<file path="src/rtl/in_debounce.sv">
// Three-channel input conditioner. Each raw level passes through a 2-flop synchroniser and a
// stability counter; outputs flip only after DEBOUNCE consecutive cycles of disagreement.
module in_debounce #(
  parameter int unsigned DEBOUNCE = 4,
  parameter logic [2:0]  RST_VAL  = 3'b100
) (
  input  logic       clk,
  input  logic       reset_l,
  input  logic       raw_a,
  input  logic       raw_b,
  input  logic       raw_c,
  input  logic       hold,
  output logic       out_a,
  output logic       out_b,
  output logic       out_c,
  output logic [2:0] chg_vec,
  output logic       chg
);

  localparam int unsigned CNT_W = (DEBOUNCE > 1) ? $clog2(DEBOUNCE) : 1;
  localparam logic [CNT_W-1:0] CntMax = CNT_W'(DEBOUNCE - 1);

  logic [2:0]       raw;
  logic [2:0]       s1_q, s2_q;
  logic [2:0]       out_q, out_d;
  logic [2:0]       chg_q, chg_d;
  logic [CNT_W-1:0] cnt_q [3];
  logic [CNT_W-1:0] cnt_d [3];

  assign raw = {raw_c, raw_b, raw_a};

  // A single cycle of agreement between s2 and out discards any pending count.
  always_comb begin
    out_d = out_q;
    chg_d = '0;
    cnt_d = cnt_q;
    if (!hold) begin
      for (int i = 0; i < 3; i++) begin
        if (s2_q[i] == out_q[i]) begin
          cnt_d[i] = '0;
        end else if (cnt_q[i] == CntMax) begin
          out_d[i] = s2_q[i];
          cnt_d[i] = '0;
          chg_d[i] = 1'b1;
        end else begin
          cnt_d[i] = cnt_q[i] + 1'b1;
        end
      end
    end
  end

  always_ff @(posedge clk or negedge reset_l) begin
    if (!reset_l) begin
      s1_q  <= RST_VAL;
      s2_q  <= RST_VAL;
      out_q <= RST_VAL;
      chg_q <= '0;
      for (int i = 0; i < 3; i++) begin
        cnt_q[i] <= '0;
      end
    end else begin
      s1_q  <= raw;
      s2_q  <= s1_q;
      out_q <= out_d;
      chg_q <= chg_d;
      for (int i = 0; i < 3; i++) begin
        cnt_q[i] <= cnt_d[i];
      end
    end
  end

  assign out_a   = out_q[0];
  assign out_b   = out_q[1];
  assign out_c   = out_q[2];
  assign chg_vec = chg_q;
  assign chg     = |chg_q;

endmodule

</file>
<file path="config.mk">
export PLATFORM = sky130hd
export DESIGN_NAME = in_debounce
export DESIGN_NICKNAME = d
export VERILOG_FILES = /design/src/rtl/in_debounce.sv
export SDC_FILE = /design/constraint.sdc
export NUM_CORES = 1
export LEC_CHECK = 0
export BUFFER_PORTS_ARGS = -buffer_cell sky130_fd_sc_hd__buf_4
export CAP_MARGIN = 20
export CELL_PAD_IN_SITES_DETAIL_PLACEMENT = 1
export CELL_PAD_IN_SITES_GLOBAL_PLACEMENT = 2
export CORE_ASPECT_RATIO = 0.9
export CORE_MARGIN = 3
export CORE_UTILIZATION = 34
export CTS_CLUSTER_DIAMETER = 60
export CTS_CLUSTER_SIZE = 24
export DETAILED_ROUTE_END_ITERATION = 10
export PLACE_DENSITY_LB_ADDON = 0.12
export SLEW_MARGIN = 40
export SYNTH_ARGS = -nofsm -noshare
export SYNTH_HDL_FRONTEND = slang
export SYNTH_SLANG_ARGS = --single-unit
</file>
<file path="constraint.sdc">
create_clock -name clk -period 1.3 [get_ports clk]
set_input_delay 0.26 -clock clk [delete_from_list [all_inputs] [get_ports clk]]
set_output_delay 0.26 -clock clk [all_outputs]
set_load 0.05 [all_outputs]
</file>
=== Yosys cells after proc, flatten, opt, wreduce, memory -nomap -nowiden ===
Index checks and enable logic that the tools add are counted.

* Word-level logic and storage cells: 39
* Flip-flop bits (word level): 18
* Output and inout port bits: 7
* Bits of input ports: 6

* Equality and inequality tests: 6
* Mux-type cells: 13
* Add/sub/neg operators: 3
* Reductions and logical operators: 4
* Bitwise logic cells: 4

{| class="wikitable"
|+ Operators by type and width
! operator !! count
|-
| 2-bit 2-to-1 mux || 6
|-
| 3-bit AND reduction || 3
|-
| 2-bit by 1-bit adder with 2-bit output (second input constant) || 3
|-
| 2-bit == test (second input constant) || 3
|-
| 1-bit 2-to-1 mux || 6
|-
| 1-bit inverter || 4
|-
| 1-bit == test || 3
|-
| 3-bit 2-to-1 mux || 1
|-
| 3-bit OR reduction || 1
|}

=== Longest topological paths before layout ===
Gate-level depths: netlist of run 1.

* Depth after elaboration: 4
* Gate-level depth with buffers: 3
* Mapped depth without buffers: 3

=== Worst setup path after synthesis of run 1 ===
Ideal clock, no wire load.

* Path type: register to output
* Start: register chg_q[1], in the netlist chg_vec[1]
* End: output chg
* Path buffers: 0
* Path slack: -0.151 ns
* Data required time: 1.040 ns
* Arrival: 1.191 ns
* Stages on the path, launching flop included: 2
* Cells stage by stage: dfrtp_1 -> or3_1

* Word-level cells in the longest chain between the ends: 1

{| class="wikitable"
|+ Ends and longest elaborated chain
! element !! line !! source
|-
| from (decl) || 26 || <nowiki>logic [2:0] chg_q, chg_d;</nowiki>
|-
| from (signal assigned) || 65 || <nowiki>chg_q <= chg_d;</nowiki>
|-
| 3-bit OR reduction || 76 || <nowiki>assign chg = |chg_q;</nowiki>
|-
| to (decl) || 17 || <nowiki>output logic chg</nowiki>
|}

No other way between the ends.

=== Worst setup path after layout of run 1 ===
Ends and elaborated chain as after synthesis.

==> run metrics, run 1 <==
height of the chip 49.1 um; Synth Cell Area 702 sq um; worst reg-to-reg path cell count 3; area grow syn2layout 29.4%; Filler Cell Count 200; Worst setup SP type flip-flop; switching portion of total power 35.3%; Int Power 1210 uW; Slew HR 80.4%; worst endpoint required time 1.04 ns; Pwr Total 1880 uW; Worst-Skew Late Latency 0.29 ns; sequential power share 43.2%; vias per cell 4.60; Sink Count 18; register area 457 sq um; Synth Warn # 0; cell family with most CP delay flip-flops; Buffers on Ports 12; GP Congestion 0.608; Synth cell types 14; CTS tree built; pwr dens 2070 nW/um^2; initial antenna violation count 0; Post-Route Utilization 50.3%; nets 82; clk slew on worst S/H paths 0.09 ns; worst vdd ir 1.07 mV; setup TNS -0.196 ns; synth top area cells dfrtp_1 53%, dfstp_2 11%, ha_1 5.3%; WS Path Type flip-flop to output pin; # diodes 0; CP endpoint kind output pin; Clock Power Share 17.5%; Final Hold Viols 0; async set-reset flop share out of synthesis 100%; CP bufs+invs 1; die width 53.9 um; TritonRoute pass-1 iters 2; syn_area_per_cell 13.2 sq um; Fmax 668 MHz; DIE AREA 2650 sq um; WP depth 2; CP max-delay cell dfrtp_2; Least-Margin Pin Slew 0.292 ns; Yosys top cell area share 53.5%; Seq/Total Area, Yosys 64.7%; Multi-input gate area 248 sq um; CTS buffer count 3; final setup skew 0.000497 ns; root buf cell clkbuf_4; Routed WL per cell 11.3 um; dominant synthesized flop cell dfrtp_1; Max Cap Viol 0; register bit total from synthesis 18; DRC 0; layout cells sized above 1 43.1%; sw power 663 uW; hold path depth 1; Routed Wire Length 1090 um; Final setup violation count 1; Vias 442; Leak 0.000420 uW; Post-synth top cells 15 x dfrtp_1, 6 x nand2_1, 6 x nor2b_1; Final ANT Viol Nets 0; Initial Util 38.9%; number of global-route vias before repair 442; Data arrival, critical path 1.24 ns; most frequent cell after synthesis dfrtp_1; Tot GR Track Use 10.6%; EDFF count, synth 0; fin crit period 1.50 ns; CP peak stage delay 0.41 ns; Final WS setup -0.196 ns; H-Tree Depth 1; Post-Syn Instances 53; failing checks negative setup slack; starting DRC count in detailed routing 2; Syn Nets 62; worst-path cell chain or3_4 -> buf_6; io pins 13; critical path peak fanout 2; clk buf depth 2; Slew Limit Fails 0; Min-Delay Path Class input port to flip-flop; Final period util 115%; first-pass GRT wire length 1940 um; CORE AREA 1800 sq um; row count 14; largest net degree at the start of global routing 19; RSZ-0062 raised after global routing true; GRT Residual Overflow 0; largest area contributor in the netlist dfrtp_1; status complete, but fails checks; Comb power frac 39.3%
## power groups by stage
stage	sequential [uW]	clock, uW	combinational [uW]
6_report	812	328	738
3_5_place_dp	821	0	654
2_1_floorplan	996	0	290
4_1_cts	812	348	674
3_3_place_gp	814	0	649
5_1_grt	834	376	804
## cells by family (layout without fill, tap and decap cells)
logic type,Yosys count,in the layout,synth area share [%]
and+or+nand+nor,19,19,15.0
DFF,18,18,64.7
xor gates and xnor gates,3,3,3.74
adders and majority gates,3,3,5.35
AOI/OAI and AO/OA,6,6,4.81
buffers and inverters,1,20,1.60
muxes,3,3,4.81
## final timing paths
path                       startpoint       end  slack [ns]
max in group asynchronous     reset_l  out_q[2]        0.68
max reg2reg                  cnt_q[4]  out_q[0]        0.11
min reg2reg                   s1_q[2]   s2_q[2]        0.36
min                             raw_c   s1_q[2]        0.07
max                        chg_vec[1]       chg       -0.20
min in group asynchronous     reset_l  out_q[1]        0.37
## timing repair
item / 4_1_cts / 5_1_grt
gates resized for setup: 2 / 4
setup endpoints to repair: 2 / 3
setup buffers: 0 / 3
hold buffers: 1 / 0
cloned: 0 / 0
pin swaps: 0 / 2
endpoints found under the hold margin: 15 / 0
## cell usage in the layout (no fill, tap or decap)
cell           instances
dfrtp_1               13
buf_4                 12
nor2b_1                6
nand2_1                6
xnor2_1                3
mux2_2                 3
nand2b_1               3
o21ai_0                3
clkbuf_4               3
dfstp_2                3
or3_4                  2
or3_1                  2
o21ai_1                2
ha_1                   2
dfrtp_2                2
buf_6                  2
o21ai_2                1
ha_2                   1
clkbuf_8               1
dlygate4sd3_1          1
buf_8                  1
## state kept, by name, summed over array words and instances (netlist names)
name / flops
chg_vec: 3
cnt_q: 6
out_q: 3
s1_q: 3
s2_q: 3
## routing by layer
metal | part of all wire (%) | GRT usage [%] | vias up
met1 | 45 | 13.6 | 214
met2 | 46 | 14.3 | 12
met5 | 0 | 0 | -
li1 | - | - | 211
met3 | 5.7 | 3.67 | 5
met4 | 3.0 | 7.66 | 0
## final cells by class
type | count | share of cell area, %
tap | 24 | 3.31
multi-input combinational | 34 | 27.3
sequential | 18 | 50.3
clock buffer | 4 | 3.99
timing repair buffer | 16 | 15.2
## stage by stage
stage / cells / setup WS, ns / cell area, sq um / hold WS [ns]
2_1_floorplan: 53 / 0.0114 / 709 / -0.0356
3_3_place_gp: 88 / 0.0798 / 818 / 0.138
3_5_place_dp: 88 / 0.0454 / 818 / 0.139
4_1_cts: 93 / -0.215 / 872 / 0.0579
5_1_grt: 96 / -0.243 / 908 / 0.0450
6_report: 96 / -0.196 / 908 / 0.0710
## worst register-to-register path, stage by stage (launching register included)
cell and delay (ns):
dfrtp_1 0.37, ha_1 0.18, nor2b_1 0.19, mux2_2 0.35
Note: power is estimated with default switching activity, not from simulation.
==> run 2: changes to the inputs <==
--- a/config.mk
+++ b/config.mk
@@ -16,6 +16,7 @@
 export CTS_CLUSTER_SIZE = 24
 export DETAILED_ROUTE_END_ITERATION = 10
 export PLACE_DENSITY_LB_ADDON = 0.12
+export SKIP_CTS_REPAIR_TIMING = 1
 export SLEW_MARGIN = 40
 export SYNTH_ARGS = -nofsm -noshare
 export SYNTH_HDL_FRONTEND = slang
==> run 2 against run 1 <==
  * The flow still finishes with violations (negative setup slack)
  * Worst setup slack barely moved
  * Register-to-register slack is essentially flat
  * First-iteration DRC count unchanged
  * Total power is 2.1% lower
  * Clock power about the same
  * Critical path depth unchanged
==> run metrics, run 2 (synthesis gave the netlist of run 1 again) <==
Buffers on Ports 12 (unchanged); Final WS setup -0.195 ns (was -0.196 ns); Fmax 669 MHz (was 668 MHz); Pwr Total 1840 uW (was 1880 uW); Filler Cell Count 199 (was 200); CP endpoint kind output pin (unchanged); worst-path cell chain or3_4 -> buf_6 (unchanged); clk buf depth 2 (unchanged); DIE AREA 2650 sq um (unchanged); Worst-Skew Late Latency 0.28 ns (was 0.29 ns); GRT Residual Overflow 0 (unchanged); Min-Delay Path Class input port to flip-flop (unchanged); failing checks negative setup slack (unchanged); layout cells sized above 1 42.3% (was 43.1%); io pins 13 (unchanged); Final ANT Viol Nets 0 (unchanged); Leak 0.000414 uW (was 0.000420 uW); CP max-delay cell dfrtp_2 (unchanged); fin crit period 1.50 ns (about the same); number of global-route vias before repair 437 (was 442); RSZ-0062 raised after global routing true (unchanged); worst vdd ir 1.03 mV (was 1.07 mV); area grow syn2layout 27.8% (was 29.4%); Data arrival, critical path 1.24 ns (about the same); worst endpoint required time 1.04 ns (about the same); Worst R2R Setup Slack 0.10 ns (was 0.11 ns); Least-Margin Pin Slew 0.294 ns (was 0.292 ns); Final setup violation count 1 (unchanged); CTS buffer count 3 (unchanged); most frequent cells in the layout 13 x dfrtp_1, 11 x buf_4, 6 x nor2b_1, 6 x nand2_1 (was 13 x dfrtp_1, 12 x buf_4, 6 x nor2b_1, 6 x nand2_1); starting DRC count in detailed routing 2 (unchanged); Initial Util 38.9% (unchanged); GP Congestion 0.608 (unchanged); Sink Count 18 (unchanged); final setup skew 0.000354 ns (was 0.000497 ns); Final period util 115% (about the same); largest net degree at the start of global routing 19 (unchanged); TritonRoute pass-1 iters 2 (unchanged); Slew Limit Fails 0 (unchanged); Slew HR 80.3% (was 80.4%); initial antenna violation count 0 (unchanged); CTS tree built (unchanged); WS Path Type flip-flop to output pin (unchanged); nets 81 (was 82); pwr dens 2050 nW/um^2 (was 2070 nW/um^2); first-pass GRT wire length 1900 um (was 1940 um); # diodes 0 (unchanged); Routed Wire Length 1080 um (was 1090 um); H-Tree Depth 1 (unchanged); Routed WL per cell 11.4 um (was 11.3 um); Worst setup SP type flip-flop (unchanged); Post-Route Utilization 49.7% (was 50.3%); most common cell after layout, fill and taps aside dfrtp_1 (unchanged); Vias 444 (was 442); Max Cap Viol 0 (unchanged); vias per cell 4.67 (was 4.60); status complete, but fails checks (unchanged); CP peak stage delay 0.41 ns (about the same); die width 53.9 um (unchanged); root buf cell clkbuf_4 (unchanged); CORE AREA 1800 sq um (unchanged); Biggest register cnt_q (unchanged); max reg flops 6 (unchanged); Final Hold Viols 0 (unchanged); DRC 0 (unchanged); height of the chip 49.1 um (unchanged); clk slew on worst S/H paths 0.09 ns (about the same); critical path peak fanout 2 (unchanged); row count 14 (unchanged); Tot GR Track Use 10.4% (was 10.6%)
-- run 2: worst max-delay path, delay by kind of cell (launching register included) --
kind                   cells  cell delay (ns)
buffers and inverters      1             0.16
DFF                        1             0.41
and+or+nand+nor            1             0.38
-- run 2: worst paths after layout --
path	cells after the start	start	end
worst max-delay path	2	chg_vec[1]	chg
worst min-delay path	1	raw_c	s1_q[2]
worst max register to register	3	cnt_q[4]	out_q[0]
worst min register to register	0	s1_q[2]	s2_q[2]
max in group asynchronous	2	reset_l	out_q[2]
min in group asynchronous	2	reset_l	out_q[1]
-- run 2: stage by stage --
| stage | instance area (sq um) | hold WS (ns) | std cells | setup WS [ns] | setup TNS, ns |
|---|---|---|---|---|---|
| after floorplan | 709 | -0.0356 | 53 | 0.0114 | 0 |
| after global placement | 818 | 0.138 | 88 | 0.0798 | 0 |
| after detailed placement | 818 | 0.139 | 88 | 0.0454 | 0 |
| after CTS | 855 | -0.185 | 92 | -0.243 | -0.259 |
| after global routing | 897 | 0.0450 | 95 | -0.243 | -0.243 |
| final | 897 | 0.0715 | 95 | -0.195 | -0.195 |
-- run 2: cell type report --
| class | instances | area, sq um | area share [%] |
|---|---|---|---|
| flip-flops and latches | 18 | 457 | 50.9 |
| multi-input cells | 34 | 248 | 27.6 |
| repair buffers | 15 | 126 | 14.1 |
| clock buffers | 4 | 36.3 | 4.04 |
| well taps | 24 | 30.0 | 3.35 |
-- run 2: metal layers --
layer | GRT usage [%] | share of wire (%) | vias up
met5 | 0 | 0 | -
met4 | 7.66 | 3.0 | 0
met3 | 3.67 | 5.7 | 5
met2 | 13.7 | 46 | 12
met1 | 13.6 | 45 | 217
li1 | - | - | 210
-- run 2: where the power goes --
| part | internal [uW] | switching, uW | total, uW |
|---|---|---|---|
| registers | 712 | 94.0 | 806 |
| clock network | 171 | 158 | 328 |
| logic | 302 | 403 | 704 |
==> run 3: changes to the inputs <==
--- a/config.mk
+++ b/config.mk
@@ -15,7 +15,7 @@
 export CTS_CLUSTER_DIAMETER = 60
 export CTS_CLUSTER_SIZE = 24
 export DETAILED_ROUTE_END_ITERATION = 10
-export PLACE_DENSITY_LB_ADDON = 0.12
+export PLACE_DENSITY = 0.81
 export SKIP_CTS_REPAIR_TIMING = 1
 export SLEW_MARGIN = 40
 export SYNTH_ARGS = -nofsm -noshare
==> run 3 against run 2 <==
  * The flow still finishes with violations (negative setup slack)
  * Fmax about the same
  * Critical path depth unchanged
  * Utilization fell by 0.55 points
  * Total power rose by 0.97%
  * Clock-buffer cell count did not move
  * Non-clock buffer count did not move
  * Sequential power barely moved
  * Worst hold slack lost 0.0022 ns
  * Global-route usage down 0.13 points
  * Sequential share of layout area rose by 0.57 points
  * Largest power group unchanged
==> run metrics, run 3 (synthesis gave the netlist of run 1 again) <==
root buf cell clkbuf_4 (unchanged); RSZ-0062 raised after global routing true (unchanged); Routed WL per cell 12.1 um (was 11.4 um); WS Path Type flip-flop to output pin (unchanged); Initial Util 38.9% (unchanged); worst endpoint required time 1.04 ns (about the same); design area 887 sq um (was 897 sq um); number of global-route vias before repair 400 (was 437); CP max-delay cell dfrtp_2 (unchanged); Final Hold Viols 0 (unchanged); die width 53.9 um (unchanged); Worst R2R Setup Slack 0.03 ns (was 0.10 ns); Data arrival, critical path 1.24 ns (about the same); initial antenna violation count 0 (unchanged); Slew Limit Fails 0 (unchanged); Fmax 668 MHz (was 669 MHz); Placement Cell Area 818 sq um (unchanged); max reg flops 6 (unchanged); largest net degree at the start of global routing 19 (unchanged); first-pass GRT wire length 1860 um (was 1900 um); final setup skew 0.000797 ns (was 0.000354 ns); GRT Residual Overflow 0 (unchanged); layout cells sized above 1 40.8% (was 42.3%); area grow syn2layout 26.4% (was 27.8%); height of the chip 49.1 um (unchanged); Least-Margin Pin Slew 0.321 ns (was 0.294 ns); worst vdd ir 1.43 mV (was 1.03 mV); most common cell after layout, fill and taps aside dfrtp_1 (unchanged); CTS tree built (unchanged); Biggest register cnt_q (unchanged); CORE AREA 1800 sq um (unchanged); TritonRoute pass-1 iters 1 (was 2); Max Cap Viol 0 (unchanged); clk slew on worst S/H paths 0.10 ns (was 0.09 ns); Final WS setup -0.197 ns (was -0.195 ns); pre-CTS setup slack 0.0500 ns (was 0.0454 ns); sequential power share 43.6% (was 43.8%); worst reg-to-reg path cell count 3 (unchanged); clk buf depth 2 (unchanged); Leak 0.000414 uW (about the same); CP endpoint kind output pin (unchanged); Routed Wire Length 1150 um (was 1080 um); critical path peak fanout 2 (unchanged); Slew HR 78.5% (was 80.3%); Comb power frac 38.2% (was 38.3%); Int Power 1190 uW (was 1180 uW); pwr dens 2090 nW/um^2 (was 2050 nW/um^2); H-Tree Depth 1 (unchanged); CP bufs+invs 1 (unchanged); status complete, but fails checks (unchanged); nets 81 (unchanged); FF-to-FF Start cnt_q[2] (was cnt_q[4]); Final setup violation count 1 (unchanged); Worst Hold End s1_q[2] (unchanged); Tot GR Track Use 10.2% (was 10.4%); # diodes 0 (unchanged); Worst setup SP type flip-flop (unchanged); DIE AREA 2650 sq um (unchanged); vias per cell 4.53 (was 4.67); Vias 430 (was 444); hold path depth 1 (unchanged); CTS buffer count 3 (unchanged); cell family with most CP delay flip-flops (unchanged); sw power 668 uW (was 654 uW); Worst-Skew Late Latency 0.29 ns (was 0.28 ns); DP HPWL 835 um; Final ANT Viol Nets 0 (unchanged); most frequent cells in the layout 13 x dfrtp_1, 12 x buf_4, 6 x nor2b_1, 6 x nand2_1 (was 13 x dfrtp_1, 11 x buf_4, 6 x nor2b_1, 6 x nand2_1); switching portion of total power 36.0% (was 35.6%); DRC 0 (unchanged); io pins 13 (unchanged); GP Congestion 0.660 (was 0.608); fin crit period 1.50 ns (about the same); starting DRC count in detailed routing 0 (was 2); Sink Count 18 (unchanged); Buffers on Ports 12 (unchanged); Placed Instances 88 (unchanged); CP peak stage delay 0.41 ns (about the same); failing checks negative setup slack (unchanged); Hold Startpoint raw_c (unchanged); row count 14 (unchanged); Min-Delay Path Class input port to flip-flop (unchanged); worst-path cell chain or3_4 -> buf_6 (unchanged); Layout Cells excl Fill 95 (unchanged); Clock Power Share 18.2% (was 17.9%); Final period util 115% (about the same); Crit Reg-Reg Endpoint cnt_q[2] (was out_q[0]); Post-Route Utilization 49.2% (was 49.7%)
[run 3: power by group through the flow]
stage | sequential, uW | combinational [uW] | clock, uW
2_1_floorplan | 996 | 290 | 0
4_1_cts | 818 | 653 | 352
5_1_grt | 829 | 785 | 383
6_report | 809 | 710 | 338
3_3_place_gp | 818 | 640 | 0
3_5_place_dp | 827 | 650 | 0
[run 3: worst max path at each step]
stage / startpoint / endpoint / slack [ns] / cells after the start
after floorplan: chg_vec[2] / chg / 0.01 / 1
after global placement: cnt_q[2] / cnt_q[2] / 0.08 / 3
after detailed placement: cnt_q[2] / cnt_q[2] / 0.05 / 3
after CTS: chg_vec[1] / chg / -0.24 / 2
after global routing: chg_vec[1] / chg / -0.24 / 2
final: chg_vec[1] / chg / -0.20 / 2
[run 3: metal layers]
layer | vias to the layer above | part of all wire [%] | global-route usage [%]
met5 | - | 0 | 0
li1 | 212 | - | -
met2 | 13 | 46 | 14.7
met4 | 0 | 0.69 | 2.55
met3 | 2 | 7.4 | 6.42
met1 | 203 | 46 | 12.7
[run 3: area by class of cell]
type	count	area (sq um)
Multi-Input combinational cell	34	241
Tap cell	24	30.0
Fill cell	199	917
Timing Repair Buffer	15	123
Sequential cell	18	457
Clock buffer	4	36.3
[run 3: through the flow]
step | hold WS, ns | setup TNS (ns) | total power [uW]
after global placement | 0.138 | 0 | 1460
after CTS | -0.183 | -0.255 | 1820
after global routing | 0.0396 | -0.239 | 2000
final | 0.0692 | -0.197 | 1860
after detailed placement | 0.141 | 0 | 1480
after floorplan | -0.0356 | 0 | 1290
[run 3: worst register-to-register path, cell delays in order, from the launching register on]
cell and delay [ns]:
dfrtp_1 0.40, ha_1 0.21, or3_2 0.47, o21ai_1 0.13
